`src/rtl/output_stream_packer_pkg.sv`:
```
// Shared accelerator constants for the output stream path.
// PPU vector geometry and AXI-Stream beat width.
package output_stream_packer_pkg;
  localparam int ARRAY_COL = 16;
  localparam int PPU_W     = ARRAY_COL * 8;
  localparam int AXIS_W    = 64;
endpackage

```
`src/rtl/output_stream_packer_if.sv`:
```
// AXI-Stream beat bundle leaving the packer.
// master drives data/valid/last, slave drives ready.
interface output_stream_packer_if
  import output_stream_packer_pkg::*;
#(
  parameter int W = AXIS_W
);
  logic [W-1:0] tdata;
  logic         tvalid;
  logic         tready;
  logic         tlast;

  modport master (
    output tdata, tvalid, tlast,
    input  tready
  );

  modport slave (
    input  tdata, tvalid, tlast,
    output tready
  );
endinterface

```
`src/rtl/output_stream_packer_sync_fifo.sv`:
```
// Synchronous FIFO, head word readable without a pop.
// A push is taken when full only if a pop frees a slot.
module sync_fifo
  import output_stream_packer_pkg::*;
#(
  parameter int W          = PPU_W,
  parameter int DEPTH_LOG2 = 4
) (
  input  logic                clk,
  input  logic                sys_rst_n,
  input  logic                clr,
  input  logic                push,
  input  logic [W-1:0]        wr_data,
  input  logic                pop,
  output logic [W-1:0]        rd_data,
  output logic                full,
  output logic                empty,
  output logic [DEPTH_LOG2:0] level
);
  localparam int DEPTH = 1 << DEPTH_LOG2;

  logic [W-1:0]          mem [DEPTH];
  logic [DEPTH_LOG2-1:0] wr_ptr;
  logic [DEPTH_LOG2-1:0] rd_ptr;
  logic                  do_push;
  logic                  do_pop;

  assign empty   = (level == '0);
  assign full    = (level == (DEPTH_LOG2+1)'(DEPTH));
  assign do_pop  = pop & ~empty;
  assign do_push = push & (~full | do_pop);
  assign rd_data = mem[rd_ptr];

  always_ff @(posedge clk) begin
    if (do_push && !clr)
      mem[wr_ptr] <= wr_data;
  end

  always_ff @(posedge clk or negedge sys_rst_n) begin
    if (!sys_rst_n) begin
      wr_ptr <= '0;
      rd_ptr <= '0;
      level  <= '0;
    end else if (clr) begin
      wr_ptr <= '0;
      rd_ptr <= '0;
      level  <= '0;
    end else begin
      if (do_push)
        wr_ptr <= wr_ptr + 1'b1;
      if (do_pop)
        rd_ptr <= rd_ptr + 1'b1;
      unique case ({do_push, do_pop})
        2'b10:   level <= level + 1'b1;
        2'b01:   level <= level - 1'b1;
        default: level <= level;
      endcase
    end
  end
endmodule

```
`src/rtl/output_stream_packer.sv`:
```
// Buffers PPU vectors and emits each as a low/high beat
// pair on AXI-Stream, with optional packet framing.
module output_stream_packer
  import output_stream_packer_pkg::*;
#(
  parameter int DEPTH_LOG2 = 4,
  parameter int OUT_W      = AXIS_W,
  parameter int IN_W       = PPU_W
) (
  input  logic                     clk,
  input  logic                     sys_rst_n,
  input  logic                     i_valid,
  input  logic [IN_W-1:0]          i_data_vec,
  input  logic [15:0]              cfg_vecs_per_pkt,
  input  logic                     i_pkt_start,
  output_stream_packer_if.master   m_axis,
  output logic [DEPTH_LOG2:0]      o_fifo_level,
  output logic                     o_overflow,
  output logic                     o_busy
);
  typedef enum logic [1:0] {
    IDLE = 2'd0,
    LO   = 2'd1,
    HI   = 2'd2
  } state_e;

  state_e          state;
  logic [IN_W-1:0] vec_q;
  logic [IN_W-1:0] head;
  logic [15:0]     vec_cnt;
  logic            fifo_full;
  logic            fifo_empty;
  logic            accept;
  logic            pop;
  logic            last_hit;

  assign accept   = m_axis.tvalid & m_axis.tready;
  assign pop      = ~i_pkt_start & ~fifo_empty &
                    ((state == IDLE) | ((state == HI) & accept));
  assign last_hit = (cfg_vecs_per_pkt != 16'd0) &&
                    (vec_cnt == cfg_vecs_per_pkt - 16'd1);
  assign o_busy   = ~fifo_empty | m_axis.tvalid;

  sync_fifo #(
    .W          (IN_W),
    .DEPTH_LOG2 (DEPTH_LOG2)
  ) u_fifo (
    .clk       (clk),
    .sys_rst_n (sys_rst_n),
    .clr       (i_pkt_start),
    .push      (i_valid & ~i_pkt_start),
    .wr_data   (i_data_vec),
    .pop       (pop),
    .rd_data   (head),
    .full      (fifo_full),
    .empty     (fifo_empty),
    .level     (o_fifo_level)
  );

  always_ff @(posedge clk or negedge sys_rst_n) begin
    if (!sys_rst_n) begin
      state         <= IDLE;
      vec_q         <= '0;
      vec_cnt       <= '0;
      o_overflow    <= 1'b0;
      m_axis.tdata  <= '0;
      m_axis.tvalid <= 1'b0;
      m_axis.tlast  <= 1'b0;
    end else if (i_pkt_start) begin
      state         <= IDLE;
      vec_cnt       <= '0;
      o_overflow    <= 1'b0;
      m_axis.tvalid <= 1'b0;
      m_axis.tlast  <= 1'b0;
    end else begin
      if (i_valid && fifo_full && !pop)
        o_overflow <= 1'b1;
      unique case (state)
        IDLE: begin
          if (!fifo_empty) begin
            vec_q         <= head;
            m_axis.tdata  <= head[OUT_W-1:0];
            m_axis.tvalid <= 1'b1;
            m_axis.tlast  <= 1'b0;
            state         <= LO;
          end
        end
        LO: begin
          if (accept) begin
            m_axis.tdata <= vec_q[IN_W-1:OUT_W];
            m_axis.tlast <= last_hit;
            state        <= HI;
          end
        end
        HI: begin
          if (accept) begin
            vec_cnt <= last_hit ? 16'd0 : vec_cnt + 16'd1;
            // next vector goes out back-to-back when one is waiting
            if (!fifo_empty) begin
              vec_q         <= head;
              m_axis.tdata  <= head[OUT_W-1:0];
              m_axis.tlast  <= 1'b0;
              state         <= LO;
            end else begin
              m_axis.tvalid <= 1'b0;
              m_axis.tlast  <= 1'b0;
              state         <= IDLE;
            end
          end
        end
        default: state <= IDLE;
      endcase
    end
  end
endmodule

```
`src/flat_wrapper.sv`:
```
// flat-port wrapper written by rule: the top's interface ports become plain ports
module output_stream_packer_flat import output_stream_packer_pkg::*;
#(
  parameter int DEPTH_LOG2 = 4,
  parameter int OUT_W      = AXIS_W,
  parameter int IN_W       = PPU_W
)
  (clk, sys_rst_n, i_valid, i_data_vec, cfg_vecs_per_pkt, i_pkt_start, o_fifo_level, o_overflow, o_busy, m_axis_tdata, m_axis_tvalid, m_axis_tlast, m_axis_tready);
  output_stream_packer_if m_axis_i ();
  input  logic clk;
  input  logic sys_rst_n;
  input  logic i_valid;
  input  logic [IN_W-1:0] i_data_vec;
  input  logic [15:0] cfg_vecs_per_pkt;
  input  logic i_pkt_start;
  output logic [DEPTH_LOG2:0] o_fifo_level;
  output logic o_overflow;
  output logic o_busy;
  output wire logic [$bits(m_axis_i.tdata)-1:0] m_axis_tdata;
  output wire logic [$bits(m_axis_i.tvalid)-1:0] m_axis_tvalid;
  output wire logic [$bits(m_axis_i.tlast)-1:0] m_axis_tlast;
  input wire logic [$bits(m_axis_i.tready)-1:0] m_axis_tready;
  assign m_axis_tdata = m_axis_i.tdata;
  assign m_axis_tvalid = m_axis_i.tvalid;
  assign m_axis_tlast = m_axis_i.tlast;
  assign m_axis_i.tready = m_axis_tready;
  output_stream_packer #(.DEPTH_LOG2(DEPTH_LOG2), .OUT_W(OUT_W), .IN_W(IN_W)) u_core (.clk(clk), .sys_rst_n(sys_rst_n), .i_valid(i_valid), .i_data_vec(i_data_vec), .cfg_vecs_per_pkt(cfg_vecs_per_pkt), .i_pkt_start(i_pkt_start), .m_axis(m_axis_i), .o_fifo_level(o_fifo_level), .o_overflow(o_overflow), .o_busy(o_busy));
endmodule
```
`config.mk`:
```
export PLATFORM = sky130hd
export DESIGN_NAME = output_stream_packer_flat
export DESIGN_NICKNAME = d
export VERILOG_FILES = /design/src/rtl/output_stream_packer_pkg.sv /design/src/rtl/output_stream_packer_if.sv /design/src/rtl/output_stream_packer_sync_fifo.sv /design/src/rtl/output_stream_packer.sv /design/src/flat_wrapper.sv
export SDC_FILE = /design/constraint.sdc
export NUM_CORES = 2
export LEC_CHECK = 0
export BUFFER_PORTS_ARGS = -buffer_cell sky130_fd_sc_hd__buf_2
export CAP_MARGIN = 20
export CORE_ASPECT_RATIO = 0.9
export CORE_MARGIN = 3
export CORE_UTILIZATION = 35
export CTS_CLUSTER_DIAMETER = 50
export DETAILED_ROUTE_END_ITERATION = 10
export HOLD_SLACK_MARGIN = 0.03
export PLACE_DENSITY = 0.52
export REMOVE_ABC_BUFFERS = 1
export SYNTH_ARGS = -nofsm -noshare
export SYNTH_HDL_FRONTEND = slang
export SYNTH_SLANG_ARGS = --single-unit
```
`constraint.sdc`:
```
create_clock -name clk -period 19 [get_ports clk]
set_input_delay 2.85 -clock clk [delete_from_list [all_inputs] [get_ports clk]]
set_output_delay 2.85 -clock clk [all_outputs]
set_load 0.03 [all_outputs]
```
**Yosys cells after proc, flatten, opt, wreduce, memory -nomap -nowiden**

Memories as Yosys holds them, arrays and structs flattened.
Index checks and enable logic that the tools add are counted.
W data, S select, Z words.

- Register bits after elaboration: 226
- RAM bits: 2048
- Bits of input ports: 149
- Output and inout port bits: 73
- Word-level logic and storage cells: 104
- Memories: 1

Memory list:

| name | words | width | rd ports | clocked after memory_dff | write ports | RTL line | source |
|---|---|---|---|---|---|---|---|
| u_core.u_fifo.mem | 16 | 128 | 1 | 0 | 1 | output_stream_packer_sync_fifo.sv:22 | `logic [W-1:0] mem [DEPTH];` |

- Add/subtract/negate cells: 6
- Eq/ne operators: 12
- Mux-type cells: 37
- Bitwise logic cells: 13
- Reductions and logical operators: 25

Operators with widths:

| kind | number |
|---|---|
| $mux W128 | 2 |
| $pmux W128 S2 | 1 |
| $mux W64 | 3 |
| $pmux W64 S3 | 1 |
| $mux W16 | 4 |
| $add A16 B1 Y16 const B | 1 |
| $eq A16 B16 Y1 | 1 |
| $mux W4 | 4 |
| $reduce_bool A16 Y1 | 1 |
| $sub A16 B1 Y16 const B | 1 |
| $mux W1 | 13 |
| $reduce_and A4 Y1 | 3 |
| $reduce_bool A2 Y1 | 6 |
| $pmux W5 S2 | 1 |
| $ne A3 B2 Y1 const B | 3 |
| $reduce_bool A3 Y1 | 3 |
| $add A4 B1 Y4 const B | 2 |
| $mux W2 | 4 |
| $and A1 B1 Y1 | 7 |
| $pmux W2 S3 | 1 |
| $reduce_and A3 Y1 | 2 |
| $add A5 B1 Y5 const B | 1 |
| $eq A5 B5 Y1 const B | 1 |
| $logic_not A5 Y1 | 1 |
| other kinds (15) | 26 |

**Longest topological paths before layout**

- Depth in word-level cells: 10
- Mapped depth: 11

**Modules after synthesis**

A second synthesis with hierarchy kept.

- Cell total of the unflattened synthesis: 3613
- Area total of the unflattened synthesis: 85022.8 um^2

By module, submodules not included:

| module | instances | cells an instance | area an instance (um^2) | sequential area each (um^2) |
|---|---|---|---|---|
| sync_fifo | 1 | 2944 | 77775.8 | 61824.3 |
| output_stream_packer | 1 | 669 | 7247.0 | 3728.6 |

**Worst setup path after synthesis**

OpenSTA, ideal clock, no wires.

- Path type: input-to-reg
- Start point: input m_axis_tready
- End point: memory u_core.u_fifo.mem[0][0] in the netlist's numbering, enable pin
- Library setup time: 0.931 ns
- Data arrival time: 15.544 ns
- Required time: 18.069 ns
- Setup slack: 2.525 ns
- Cell stages on the path: 5
- Buffers on the path: 0
- Cell sequence: a21bo_2 -> o211ai_4 -> nand3_1 -> nand3b_1 -> nor4_1

- Cells in the longest elaborated chain, start to end: 10

RTL lines:

| element | RTL line | source |
|---|---|---|
| start, declared | flat_wrapper.sv:22 | `input wire logic [$bits(m_axis_i.tready)-1:0] m_axis_tready;` |
| $and A1 B1 Y1 | output_stream_packer.sv:37 | `assign accept = m_axis.tvalid & m_axis.tready;` |
| $and A1 B1 Y1 | output_stream_packer.sv:39 | `((state == IDLE) \| ((state == HI) & accept));` |
| $or A1 B1 Y1 | output_stream_packer.sv:39 |  |
| $and A1 B1 Y1 | output_stream_packer.sv:38 | `assign pop = ~i_pkt_start & ~fifo_empty &` |
| $and A1 B1 Y1 | output_stream_packer_sync_fifo.sv:30 | `assign do_pop = pop & ~empty;` |
| $or A1 B1 Y1 | output_stream_packer_sync_fifo.sv:31 | `assign do_push = push & (~full \| do_pop);` |
| $and A1 B1 Y1 | output_stream_packer_sync_fifo.sv:31 |  |
| $logic_and A1 B1 Y1 | output_stream_packer_sync_fifo.sv:35 | `if (do_push && !clr)` |
| $mux W1 | output_stream_packer_sync_fifo.sv:35 |  |
| $mux W1 (not written as such) | output_stream_packer_sync_fifo.sv:36 | `mem[wr_ptr] <= wr_data;` |
| end, declared | output_stream_packer_sync_fifo.sv:22 |  |

No other way between the ends.

**Final worst setup path**

- Start point: input m_axis_tready
- End point: memory u_core.u_fifo.mem[10][80] in the netlist's numbering, enable pin

Same word-level chain as after synthesis.

==> summary.txt <==
Worst setup path
  • R2R cell count: 9
  • Launching element type of the critical path: input pin
  • Crit path required time: 19.47 ns
  • Slowest cell on the critical path: nor2_4
  • Nature of the critical path endpoint: flip-flop
  • Critical path's top delay family: buffers and inverters
  • Crit path largest cell delay: approximately 0.8 ns
  • R2r startpoint: u_core.u_fifo.rd_ptr[0]$_DFFE_PN0P_
  • Crit-path cells: buf_2 > a21bo_2 > o211ai_4 > nand3_1 > nand3b_1 > nor2_1 > nand2_1 > nor2_4 > buf_4 > buf_4 > buf_4
  • Capture point of the worst reg-to-reg path: u_core.vec_q[80]$_DFFE_PN0P_
  • Worst Path Buf+Inv: 4
  • Crit-path max FO: 42
  • R2R setup slack: between 10 and 15 ns
  • Worst setup path category: input pin to flip-flop
  • CP most frequent cell: buf_4
  • Critical Path AT: 7.27 ns

Synth
  • Netlist cell types: between 60 and 70
  • Synth area leader: edfxtp_1
  • Ys flop type: edfxtp_1
  • Number of flops mapped to enable cells by yosys: 2048
  • Mapped Area: between 80000 and 90000 µm²
  • Synth area leaders: edfxtp_1 (73%), mux4_2 (17%), dfrtp_1 (4.8%), mux2_2 (0.85%), nand2_1 (0.69%)
  • Most common cell in the synthesized netlist: edfxtp_1
  • Top cell type's share of synthesized area: 0.727
  • Register area share after synthesis: 0.775
  • Post-Synthesis Cells: between 3k and 4k
  • Post-synth top cells: edfxtp_1 (2048), mux4_2 (636), dfrtp_1 (162), nand2_1 (156), clkbuf_1 (105)
  • Syn Area/Cell: 23.1 µm²
  • Fraction of registers with async set/reset: 0.0733
  • Synth warn: 0
  • Post-synthesis register bit count: around 2.2k

Floorplanning
  • DIE WIDTH: 524 µm
  • Core footprint: around 240000 µm²
  • Die area: 248000 µm²
  • Starting Density: 0.353
  • Die H: approximately 470 µm
  • Num rows: 170
  • # IOs: about 220

Clock tree
  • Post_cts resized: 0
  • TritonCTS clock tree: done
  • CTS max path bufs: 4
  • Worst-Skew Late Latency: between 0.8 and 0.9 ns
  • Setup bufs post-CTS: 0
  • H-tree depth: 4
  • # hold bufs at CTS: 0
  • Root buf cell: clkbuf_16
  • CTS Buf Count: around 230
  • Reg clk slew, reported paths: roughly 0.06 ns
  • CTS sink cnt: around 2.2k

STA
  • Setup Skew: between 0.07 and 0.08 ns
  • Final min period: a little under 7 ns
  • Hold Vio Cnt, Final: 0
  • Max frequency: roughly 0.15 GHz
  • Final setup viols: 0
  • Relative slew slack: 0.251
  • Worst Tran Pin Value: 1.12 ns
  • RSZ-0062 raised after global routing: false
  • Tcrit/Tclk final: 0.358
  • Slew Viols, Final: 0

GRT
  • First-pass GRT wire length: 304000 µm
  • Largest net degree at the start of global routing: 100
  • Vias in the first global route: 40.3k
  • GR Util All Layers: 0.169
  • Initial antenna violation count: 65
  • Remaining Overflow, GRT: 0

Final layout
  • FF+latch area: around 66000 µm²
  • Share of cells above drive strength 1: 0.327
  • Fillers: ~21k
  • Footprint of the multi-input gates: approximately 18000 µm²
  • Fin util: 0.405
  • Design area: approximately 97000 µm²
  • Final net count: around 4.2k
  • Synth-to-Final Area Change: 14.7%

Power and ir drop
  • Power per cell area: approximately 130 nW/µm²
  • Leak: roughly 30 nW
  • Power Total: 12.4 mW
  • Peak VDD IR: 98.2 µV

Flow run
  • Max-Cap Viols: 0

Detailed routing
  • DR DRC count: 0
  • Iter 0 DRT Violations: 4121
  • Vias/cell: 5.34
  • Vias post-DR: approximately 40k
  • Final wirelength: around 210000 µm
  • Antenna-violating nets left: 0
  • Avg WL per Cell: 28.5 µm
  • DRT Pass-1 Iters: 6

Place
  • Area after DPL: approximately 90000 µm²
  • Post-DP HPWL: about 110000 µm
  • Port buffer count: approximately 220
  • Routability cong.: approximately 0.73

Run status
  • Status: completed

Min path
  • Worst Hold Path EP: u_core.vec_q[86]$_DFFE_PN0P_
  • Beginning of the worst hold path: u_core.vec_q[86]$_DFFE_PN0P_
  • Worst min-delay path category: flip-flop to flip-flop
  • Hold path depth: 1
final cells by class:
class | count | area share
antenna | 20 | 0.000516
clock buffer | 316 | 0.0650
clock inverter | 110 | 0.00973
inverter | 15 | 0.000580
multi-input combinational | 1244 | 0.188
sequential | 2210 | 0.676
tap | 3182 | 0.0410
timing repair buffer | 309 | 0.0191
report_power, final:
part           internal [mW]  total [mW]  switching [mW]
Clock                   2.48        4.34            1.86
Sequential              5.55        5.72           0.167
Combinational           1.06        2.35            1.30
layout by cell type (no fill, tap or decap), drive strengths merged, types with 3 or more instances in the layout:
cell type / instances
a211oi: 13
a21oi: 16
a31oi: 61
and2: 5
and3: 9
and3b: 4
buf: 309
bufinv: 11
clkbuf: 316
clkinv: 75
clkinvlp: 5
dfrtp: 162
diode: 20
edfxtp: 2048
ha: 10
inv: 34
mux2: 64
mux2i: 8
mux4: 636
nand2: 156
nand3: 13
nand3b: 13
nand4: 8
nor2: 96
nor2b: 7
nor3: 10
nor3b: 9
nor4: 12
nor4b: 11
o211ai: 3
o21ai: 8
o22ai: 11
o31ai: 4
or3: 6
xnor2: 20
xor2: 8
kinds of logic after synthesis:
kind of cell | count (synthesis) | synth area share
AND/OR/NAND/NOR | 369 | 0.0212
AO/OA/AOI/OAI | 128 | 0.00998
adder cells (fa/ha/maj) | 11 | 0.00172
flip-flops | 2210 | 0.775
XOR/XNOR | 28 | 0.00290
buffers and inverters | 211 | 0.0104
multiplexers | 708 | 0.179
metrics by stage:
| step | worst slack [ns] | cells | setup TNS, ns | hold slack [ns] |
|---|---|---|---|---|
| 6_report | 12.20 | 7406 | 0 | 0.507 |
| 5_1_grt | 11.92 | 7388 | 0 | 0.526 |
| 4_1_cts | 12.16 | 7385 | 0 | 0.510 |
| 3_5_place_dp | 11.24 | 6959 | 0 | 0.495 |
| 3_3_place_gp | 11.21 | 6958 | 0 | 0.490 |
| 2_1_floorplan | -2.58 | 3469 | -254.25 | 0.481 |
registers in the layout, summed over array words and instances (netlist names):
name	cells
u_core.m_axis.tlast	1
u_core.u_fifo.mem	2048
u_core.m_axis.tdata	64
u_core.vec_q	64
u_core.state	2
u_core.u_fifo.level	5
u_core.m_axis.tvalid	1
u_core.u_fifo.wr_ptr	4
u_core.o_overflow	1
u_core.vec_cnt	16
u_core.u_fifo.rd_ptr	4
worst max path at each step:
| stage | startpoint | to | cells past startpoint |
|---|---|---|---|
| global route | u_core.u_fifo.rd_ptr[0]$_DFFE_PN0P_ | u_core.vec_q[80]$_DFFE_PN0P_ | 9 |
| detailed placement | m_axis_tready | u_core.u_fifo.mem[10][22]$_DFFE_PP_ | 11 |
| CTS | m_axis_tready | u_core.u_fifo.mem[10][22]$_DFFE_PP_ | 11 |
| global placement | m_axis_tready | u_core.u_fifo.mem[10][126]$_DFFE_PP_ | 11 |
| finish | m_axis_tready | u_core.u_fifo.mem[10][80]$_DFFE_PP_ | 11 |
| floorplan | u_core.u_fifo.rd_ptr[0]$_DFFE_PN0P_ | u_core.m_axis.tdata[11]$_DFFE_PN0P_ | 6 |
routing by layer:
layer / share of wire / GRT usage / vias up
met4: 0.021 / 0.0358 / 26
li1: - / - / 16300
met1: 0.46 / 0.255 / 21700
met2: 0.45 / 0.251 / 1204
met3: 0.070 / 0.0389 / 324
met5: 0.00085 / 0 / -
(Power assumes the default switching activity.)
